## config.mk

```make
export PLATFORM = sky130hd
export DESIGN_NAME = led_arbiter
export DESIGN_NICKNAME = d
export VERILOG_FILES = /design/src/rtl/led_arbiter_pkg.sv /design/src/rtl/rr_pick.sv /design/src/rtl/led_arbiter.sv
export SDC_FILE = /design/constraint.sdc
export NUM_CORES = 1
export LEC_CHECK = 0
export CORE_MARGIN = 1
export CORE_UTILIZATION = 35
export DETAILED_ROUTE_END_ITERATION = 10
export DONT_BUFFER_PORTS = 1
export HOLD_SLACK_MARGIN = 0.02
export PLACE_DENSITY = 0.59
export SYNTH_ARGS = -nofsm -noshare
export SYNTH_HDL_FRONTEND = slang
export SYNTH_HIERARCHICAL = 1
export SYNTH_SLANG_ARGS = --single-unit
```

## constraint.sdc

```tcl
create_clock -name clk -period 4.4 [get_ports clk]
set_clock_uncertainty 0.15 [all_clocks]
set_input_delay 0.88 -clock clk [delete_from_list [all_inputs] [get_ports clk]]
set_output_delay 0.88 -clock clk [all_outputs]
set_load 0.05 [all_outputs]
```

## src/rtl/led_arbiter_pkg.sv

```systemverilog
`default_nettype none
// ============================================================================
// Module   : led_arbiter_pkg
// Brief    : Shared state encoding and constants for the LED arbiter.
// Revision : 1.0
// ============================================================================
package led_arbiter_pkg;

    typedef enum logic [1:0] {
        IDLE  = 2'd0,
        OWNED = 2'd1,
        GAP   = 2'd2
    } state_e;

    localparam int C_LED_W_DEFAULT = 8;
    localparam int C_PWM_W         = 8;

endpackage
`default_nettype wire

```

## src/rtl/rr_pick.sv

```systemverilog
`default_nettype none
// ============================================================================
// Module   : rr_pick
// Brief    : Combinational round-robin picker; first set req bit at or after
//            start, wrapping around. Returns a one-hot pick and a valid flag.
// Revision : 1.0
// ============================================================================
module rr_pick #(
    parameter int NUM_REQ = 4,
    parameter int IDX_W   = 2
) (
    input  logic [NUM_REQ-1:0] req,
    input  logic [IDX_W-1:0]   start,
    output logic [NUM_REQ-1:0] pick,
    output logic               valid
);

    always_comb begin
        int sum;
        pick  = '0;
        valid = 1'b0;
        sum   = 0;
        for (int off = 0; off < NUM_REQ; off++) begin
            sum = int'(start) + off;
            if (sum >= NUM_REQ) begin
                sum = sum - NUM_REQ;
            end
            if (!valid && req[sum]) begin
                pick[sum] = 1'b1;
                valid     = 1'b1;
            end
        end
    end

endmodule
`default_nettype wire

```

## src/rtl/led_arbiter.sv

```systemverilog
`default_nettype none
// ============================================================================
// Module   : led_arbiter
// Brief    : Round-robin LED bus arbiter with minimum dwell and a one-cycle
//            dark gap between owners. LED_ARBITER_PWM_EN adds brightness PWM.
// Revision : 1.0
// ============================================================================
module led_arbiter
    import led_arbiter_pkg::*;
#(
    parameter int NUM_REQ      = 4,
    parameter int DWELL_CYCLES = 2500000,
    parameter int LED_W        = C_LED_W_DEFAULT
) (
    input  logic                     clk,
    input  logic                     reset,
`ifdef LED_ARBITER_PWM_EN
    input  logic [C_PWM_W-1:0]       brightness,
`endif
    input  logic [NUM_REQ-1:0]       req,
    input  logic [NUM_REQ*LED_W-1:0] req_pattern,
    output logic [NUM_REQ-1:0]       grant,
    output logic [LED_W-1:0]         io_leds
);

    localparam int IDX_W   = $clog2(NUM_REQ);
    localparam int DWELL_W = (DWELL_CYCLES > 1) ? $clog2(DWELL_CYCLES) : 1;

    state_e               state_q, state_d;
    logic [NUM_REQ-1:0]   grant_q, grant_d;
    logic [LED_W-1:0]     io_leds_q, io_leds_d;
    logic [DWELL_W-1:0]   dwell_q, dwell_d;
    logic [IDX_W-1:0]     last_owner_q, last_owner_d;

    logic [IDX_W-1:0]     search_start;
    logic [NUM_REQ-1:0]   pick;
    logic                 pick_valid;
    logic [IDX_W-1:0]     pick_idx;
    logic [LED_W-1:0]     owner_pat;
    logic                 owner_req;
    logic                 others_waiting;
    logic                 led_en;

    assign search_start = (last_owner_q == IDX_W'(NUM_REQ - 1)) ? '0
                                                                 : last_owner_q + IDX_W'(1);

    rr_pick #(
        .NUM_REQ (NUM_REQ),
        .IDX_W   (IDX_W)
    ) u_rr_pick (
        .req   (req),
        .start (search_start),
        .pick  (pick),
        .valid (pick_valid)
    );

    always_comb begin
        pick_idx = '0;
        for (int i = 0; i < NUM_REQ; i++) begin
            if (pick[i]) begin
                pick_idx = IDX_W'(i);
            end
        end
    end

    // last_owner_q tracks the current owner for the whole OWNED tenure.
    assign owner_pat      = req_pattern[int'(last_owner_q)*LED_W +: LED_W];
    assign owner_req      = |(req & grant_q);
    assign others_waiting = |(req & ~grant_q);

`ifdef LED_ARBITER_PWM_EN
    logic [C_PWM_W-1:0] pwm_cnt_q;
    logic [C_PWM_W-1:0] pwm_cnt_d;

    assign pwm_cnt_d = pwm_cnt_q + C_PWM_W'(1);
    assign led_en    = (pwm_cnt_q < brightness);

    always_ff @(posedge clk or negedge reset) begin
        if (!reset) begin
            pwm_cnt_q <= '0;
        end else begin
            pwm_cnt_q <= pwm_cnt_d;
        end
    end
`else
    assign led_en = 1'b1;
`endif

    always_comb begin
        state_d      = state_q;
        grant_d      = grant_q;
        last_owner_d = last_owner_q;
        io_leds_d    = '0;
        dwell_d      = (dwell_q != '0) ? dwell_q - DWELL_W'(1) : '0;

        case (state_q)
            IDLE: begin
                grant_d = '0;
                if (pick_valid) begin
                    state_d      = OWNED;
                    grant_d      = pick;
                    last_owner_d = pick_idx;
                    dwell_d      = DWELL_W'(DWELL_CYCLES - 1);
                end
            end
            OWNED: begin
                // A dropped request wins over preemption and over new arrivals.
                if (!owner_req || ((dwell_q == '0) && others_waiting)) begin
                    state_d = GAP;
                    grant_d = '0;
                end else if (led_en) begin
                    io_leds_d = owner_pat;
                end
            end
            GAP: begin
                state_d = IDLE;
                grant_d = '0;
            end
            default: begin
                state_d = IDLE;
                grant_d = '0;
            end
        endcase
    end

    always_ff @(posedge clk or negedge reset) begin
        if (!reset) begin
            state_q      <= IDLE;
            grant_q      <= '0;
            io_leds_q    <= '0;
            dwell_q      <= '0;
            last_owner_q <= IDX_W'(NUM_REQ - 1);
        end else begin
            state_q      <= state_d;
            grant_q      <= grant_d;
            io_leds_q    <= io_leds_d;
            dwell_q      <= dwell_d;
            last_owner_q <= last_owner_d;
        end
    end

    assign grant   = grant_q;
    assign io_leds = io_leds_q;

endmodule
`default_nettype wire

```

==> reports/qor.csv, run 1 <==
metric,value,unit
Vert. Die Dim,85.7,microns
PostCTS Resize Cnt,0,
actual slew at the worst max-slew pin,0.979,ns
setup repair after global routing missed its margin,no,
Synth Net Count,288,
cell taking the most area after synthesis,sky130_fd_sc_hd__dfrtp_1,
Rows,30,
min Tclk post-route,3.78,ns
post-synthesis cell type count,53,
number of max-slew violations in the final report,0,
Inserted Clock Buffers,5,
horizontal die dimension,85.7,microns
reg-to-reg critical path startpoint,last_owner_q[0]$_DFFE_PN1P_,
maximum achievable frequency,265,MHz
crit path from,last_owner_q[0]$_DFFE_PN1P_,
share of flip-flops with an asynchronous set or reset,100,%
final weighted congestion of routability-driven global placement,0.895,
number of DRC markers after the initial detailed-route iteration,104,
crit path capture type,flop,
DRT Wirelength,5.03,mm
overall power,1760,uW
total leakage power,0.00102,uW
worst slack at placement,0.663,ns
half-perimeter wire length of the detailed placement result,3.52,mm
diode count,0,
area taken by multi-input logic gates,0.00141,sq mm
slack of the worst reg-to-reg path,0.62,ns
top-level port count,50,
CTS Root Cell,sky130_fd_sc_hd__clkbuf_8,
data required time at the worst endpoint,4.46,ns
placeable core region,0.00679,sq mm
"Hold-fix buffers, CTS",0,
area enclosed by the die boundary,0.00734,sq mm
first-pass GRT wire length,8.77,mm
number of warning messages in the yosys log,6,
Avg Vias per Cell,5.52,
vias in the first global route,1825,
Final WS setup,0.621,ns
data arrival time at the worst-slack endpoint,3.84,ns
leading cell types by total area after synthesis,"sky130_fd_sc_hd__dfrtp_1 37%, sky130_fd_sc_hd__mux4_2 7.4%, sky130_fd_sc_hd__ha_1 5.1%",
largest vdd supply drop,0.395,mV
setup TNS after final layout,0,ns
clock latency on the worst-skew pair,0.30,ns
WL per Instance,15.0,microns
combined area of all synthesized cells,0.00245,sq mm
predominant post-synthesis flop cell,sky130_fd_sc_hd__dfrtp_1,
"critical path fanouts, max",16,
result of the run,completed,
number of failing setup endpoints in the final timing report,0,
sequential cell area,953,sq um
total congestion overflow,0,
overall track demand over capacity in global routing,15.1,%
max-capacitance violation count,0,
post-CTS setup buffers,0,
fraction of synthesized cell area taken by the top area cell type,36.8,%
"antenna viol nets, final",0,
Placed Cells,327,
tightest slew margin relative to the limit,34.5,%
Synth-to-Final Area Change,9.04,%
post-synthesis area per instance,10.2,sq um
synthesized instance count,240,
overall via count from detail_route,1849,
sequential area share after synthesis,38.9,%
cells on worst reg2reg path,11,
Finished Layout Cells,335,
final net count,286,
number of remaining DRC errors,0,
count of filler cells inserted in the layout,650,
effective utilization at floorplan,36.1,%
DR pass1 iterations,4,
"Worst Path Class, Setup",flop to flop,
total number of H-tree levels,2,
class of the tightest hold or removal check,input port to async pin,
count of endpoints failing hold in the final timing report,0,
"Reg clk slew, reported paths",0.08,ns
Max Buffers Root-to-Sink,2,
number of port buffers,0,
count of clock tree sinks,38,
number of enable flip-flop cells after synthesis,0,
clock tree from TritonCTS,built,
PD cells,660,mW/mm^2
share of the cycle needed by the critical path after routing,85.9,%
capture instance of the worst register-to-register path,last_owner_q[0]$_DFFE_PN1P_,
Fin Hold WS,0.117,ns
flip-flop and latch count after synthesis,38,
ratio of cells with drive above 1 in the final layout,13.0,%
number of antenna violations at the first check in global routing,0,
critical path startpoint category,flop,
pin count of the biggest net entering global routing,39,
sequential cells by signal, summed over array words and instances, names as in the netlist:
register	flops
state_q	2
last_owner_q	2
grant	4
dwell_q	22
io_leds	8
worst max-delay path, cell delays in order (launching register included):
cell and delay, ns:
sky130_fd_sc_hd__dfstp_2 0.46, sky130_fd_sc_hd__ha_1 0.22, sky130_fd_sc_hd__nor2_1 0.74, sky130_fd_sc_hd__inv_1 0.31
sky130_fd_sc_hd__ha_1 0.47, sky130_fd_sc_hd__or3b_1 0.40, sky130_fd_sc_hd__a2111o_1 0.38, sky130_fd_sc_hd__nand3_2 0.11
sky130_fd_sc_hd__o2bb2ai_1 0.15, sky130_fd_sc_hd__inv_1 0.08, sky130_fd_sc_hd__a21oi_1 0.12, sky130_fd_sc_hd__o21ai_0 0.09
area by class of cell:
class,instances,area share [%]
clock buffer,6,3.09
clock inverter,2,2.25
inverter,9,1.26
multi-input combinational,182,52.6
sequential,38,35.7
tap,96,4.50
timing repair buffer,2,0.562
synth_stat cells (all sizes together) (8+ instances only):
master	instances
ha	10
xor2	9
dfrtp	36
mux4	8
o22ai	9
inv	9
o21ai	16
nor2	18
nand2	18
through the flow:
stage | instance area, sq um | utilization, %
floorplan | 2450 | -
global placement | 2530 | 37.2
detailed placement | 2530 | 37.2
CTS | 2670 | 39.3
global route | 2670 | 39.3
finish | 2670 | 39.3
cell usage in the layout (no fill, tap or decap), types with 2 or more instances in the layout:
cell type,n
sky130_fd_sc_hd__dfstp_2,2
sky130_fd_sc_hd__nor3_1,4
sky130_fd_sc_hd__or4_1,2
sky130_fd_sc_hd__ha_1,10
sky130_fd_sc_hd__nand2b_1,7
sky130_fd_sc_hd__nand4_1,3
sky130_fd_sc_hd__nand2_1,18
sky130_fd_sc_hd__and2b_1,5
sky130_fd_sc_hd__xnor2_1,2
sky130_fd_sc_hd__nand4b_1,3
sky130_fd_sc_hd__nand3_1,5
sky130_fd_sc_hd__nor4_2,3
sky130_fd_sc_hd__nor2_1,18
sky130_fd_sc_hd__o22ai_1,9
sky130_fd_sc_hd__a21oi_1,7
sky130_fd_sc_hd__clkbuf_8,6
sky130_fd_sc_hd__nor2b_1,7
sky130_fd_sc_hd__buf_4,2
sky130_fd_sc_hd__a211oi_1,5
sky130_fd_sc_hd__or3_1,3
sky130_fd_sc_hd__a22oi_1,2
sky130_fd_sc_hd__xor2_1,9
sky130_fd_sc_hd__inv_1,9
sky130_fd_sc_hd__mux4_2,8
sky130_fd_sc_hd__dfrtp_1,36
sky130_fd_sc_hd__o41ai_1,2
sky130_fd_sc_hd__nand3b_1,3
sky130_fd_sc_hd__mux2i_1,7
sky130_fd_sc_hd__o2bb2ai_1,4
sky130_fd_sc_hd__bufinv_16,2
sky130_fd_sc_hd__o21ai_0,16
where the power goes:
group	internal, uW	leakage (uW)	switching (uW)	total [uW]
registers	415	0.000459	161	576
clock network	242	0.0000714	128	369
logic	354	0.000487	464	819
total	1010	0.00102	753	1760
kinds of logic after synthesis:
group / Yosys count / synth area share [%]
fa+ha+maj: 10 / 5.11
buf+inv: 20 / 3.68
compound gates: 55 / 15.9
flops: 38 / 38.9
xor+xnor: 11 / 3.93
mux: 17 / 11.1
simple gates: 89 / 21.3
how the worst max path moves through the flow:
stage	to	depth (start not counted)
floorplan	last_owner_q[0]$_DFFE_PN1P_	12
global placement	last_owner_q[0]$_DFFE_PN1P_	11
detailed placement	last_owner_q[0]$_DFFE_PN1P_	11
CTS	last_owner_q[0]$_DFFE_PN1P_	11
global route	last_owner_q[0]$_DFFE_PN1P_	11
finish	last_owner_q[0]$_DFFE_PN1P_	11
per-layer routing:
metal	up-vias	GRT usage (%)	routed length [microns]	part of all wire (%)
li1	881	-	-	-
met1	894	20.3	2380	47
met2	65	23.6	2230	44
met3	9	4.72	337	6.7
met4	0	4.70	85	1.7
met5	-	0	0	0
Power figures use the tool's default switching activity.
==> run 2, diff against run 1 <==
Settings changed: CORE_ASPECT_RATIO set to 1.4, CTS_CLUSTER_DIAMETER set to 50.
==> run 2 against run 1 <==
Die area about the same. Highest routed layer unchanged. Non-clock buffer count unchanged. Final area decreased by 1.5%. Register-to-register slack improved by 0.02 ns. Cell count decreased by 1.2%. Worst setup slack improved by 0.018 ns. Sequential power about the same.
==> reports/qor.csv, run 2 (synthesis results as in run 1) <==
metric,value,unit
clock share of power,17.0,%
data arrival time at the worst-slack endpoint,3.82,ns
area enclosed by the die boundary,0.00734,sq mm
Max Buffers Root-to-Sink,2,
Synth-to-Final Area Change,7.46,%
"Worst Path Class, Setup",flop to flop,
setup repair after global routing missed its margin,no,
cells on worst reg2reg path,11,
capture instance of the worst register-to-register path,last_owner_q[0]$_DFFE_PN1P_,
"top library cells by usage in the layout, fill and taps aside","36 x sky130_fd_sc_hd__dfrtp_1, 18 x sky130_fd_sc_hd__nand2_1, 18 x sky130_fd_sc_hd__nor2_1",
Final WS setup,0.639,ns
overall track demand over capacity in global routing,16.2,%
final weighted congestion of routability-driven global placement,0.810,
overall via count from detail_route,1830,
CTS Root Cell,sky130_fd_sc_hd__clkbuf_8,
combinational power share,49.1,%
Finished Layout Cells,331,
"Reg clk slew, reported paths",0.07,ns
half-perimeter wire length of the detailed placement result,4.10,mm
Avg Vias per Cell,5.53,
Rows,35,
min Tclk post-route,3.76,ns
count of clock tree sinks,38,
ratio of cells with drive above 1 in the final layout,13.0,%
placeable core region,0.00666,sq mm
actual slew at the worst max-slew pin,0.936,ns
worst slack at placement,0.656,ns
crit path capture type,flop,
number of DRC markers after the initial detailed-route iteration,99,
share of the cycle needed by the critical path after routing,85.5,%
setup TNS after final layout,0,ns
total congestion overflow,0,
"most common cell after layout, fill and taps aside",sky130_fd_sc_hd__dfrtp_1,
number of antenna violations at the first check in global routing,0,
"antenna viol nets, final",0,
maximum achievable frequency,266,MHz
"Hold-fix buffers, CTS",0,
crit path from,last_owner_q[0]$_DFFE_PN1P_,
class of the tightest hold or removal check,input port to async pin,
Vert. Die Dim,101,microns
first-pass GRT wire length,9.14,mm
horizontal die dimension,72.7,microns
number of remaining DRC errors,0,
PD cells,646,mW/mm^2
slack of the worst reg-to-reg path,0.64,ns
max-capacitance violation count,0,
Layout Utilization,39.5,%
largest vdd supply drop,0.380,mV
reported net switching power,765,uW
data required time at the worst endpoint,4.45,ns
"critical path fanouts, max",16,
post-CTS setup buffers,0,
effective utilization at floorplan,36.8,%
diode count,0,
vias in the first global route,1882,
result of the run,completed,
count of endpoints failing hold in the final timing report,0,
final net count,286,
part of the total power dissipated in sequential elements,33.9,%
number of port buffers,0,
Inserted Clock Buffers,5,
number of max-slew violations in the final report,0,
internal power consumption,937,uW
WL per Instance,16.5,microns
DR pass1 iterations,4,
pin count of the biggest net entering global routing,39,
clock latency on the worst-skew pair,0.29,ns
critical path startpoint category,flop,
DRT Wirelength,5.45,mm
total leakage power,0.00100,uW
total number of H-tree levels,2,
top-level port count,50,
timing endpoint of the critical path,last_owner_q[0]$_DFFE_PN1P_,
number of failing setup endpoints in the final timing report,0,
tightest slew margin relative to the limit,37.4,%
reg-to-reg critical path startpoint,last_owner_q[0]$_DFFE_PN1P_,
max FFs per register,22,
Switching Fraction,45.0,%
Placed Cells,323,
clock tree from TritonCTS,built,
most flop-heavy register,dwell_q,
Fin Hold WS,0.126,ns
PostCTS Resize Cnt,0,
## run 2: cell count changes in the layout (fill, tap and decap cells not counted), sizes merged
cell,change
clkbuf,-1
clkinv,+2
bufinv,-1
## run 2: how the worst min path moves through the flow
stage	startpoint	endpoint	slack [ns]	depth (start not counted)
6_report	reset	dwell_q[9]$_DFF_PN0_	0.13	0
3_5_place_dp	dwell_q[0]$_DFF_PN0_	dwell_q[0]$_DFF_PN0_	0.37	1
5_1_grt	reset	dwell_q[20]$_DFF_PN0_	0.11	0
4_1_cts	reset	dwell_q[9]$_DFF_PN0_	0.12	0
2_1_floorplan	dwell_q[0]$_DFF_PN0_	dwell_q[0]$_DFF_PN0_	0.34	1
3_3_place_gp	dwell_q[0]$_DFF_PN0_	dwell_q[0]$_DFF_PN0_	0.37	1
## run 2: through the flow
stage / power, uW / instance area (sq um)
finish: 1700 / 2630
global route: 1850 / 2630
CTS: 1710 / 2630
detailed placement: 1410 / 2520
global placement: 1400 / 2520
floorplan: 1280 / 2450
## run 2: worst max-delay path, stage by stage, from the launching register on
cell	delay, ns
sky130_fd_sc_hd__dfstp_2	0.46
sky130_fd_sc_hd__ha_1	0.22
sky130_fd_sc_hd__nor2_1	0.70
sky130_fd_sc_hd__inv_1	0.32
sky130_fd_sc_hd__ha_1	0.47
sky130_fd_sc_hd__or3b_1	0.40
sky130_fd_sc_hd__a2111o_1	0.38
sky130_fd_sc_hd__nand3_2	0.12
sky130_fd_sc_hd__o2bb2ai_1	0.14
sky130_fd_sc_hd__inv_1	0.07
sky130_fd_sc_hd__a21oi_1	0.14
sky130_fd_sc_hd__o21ai_0	0.09
## run 2: layout make-up
cell class | count | area [sq um]
clock buffer | 5 | 68.8
clock inverter | 3 | 40.0
fill | 695 | 4020
inverter | 9 | 33.8
multi-input combinational | 182 | 1410
sequential | 38 | 953
tap | 92 | 115
timing repair buffer | 2 | 15.0
## run 2: power by group through the flow
stage	clock, uW	sequential [uW]	combinational, uW
CTS	297	581	830
floorplan	0	536	742
detailed placement	0	587	828
global placement	0	587	817
global route	317	591	939
finish	290	577	835
## run 2: metal layers
metal,up-vias,share of wire [%],global-route usage [%]
met5,-,0,0
met4,0,1.4,6.03
met3,9,3.2,3.50
met2,37,55,29.5
met1,903,40,18.3
li1,881,-,-
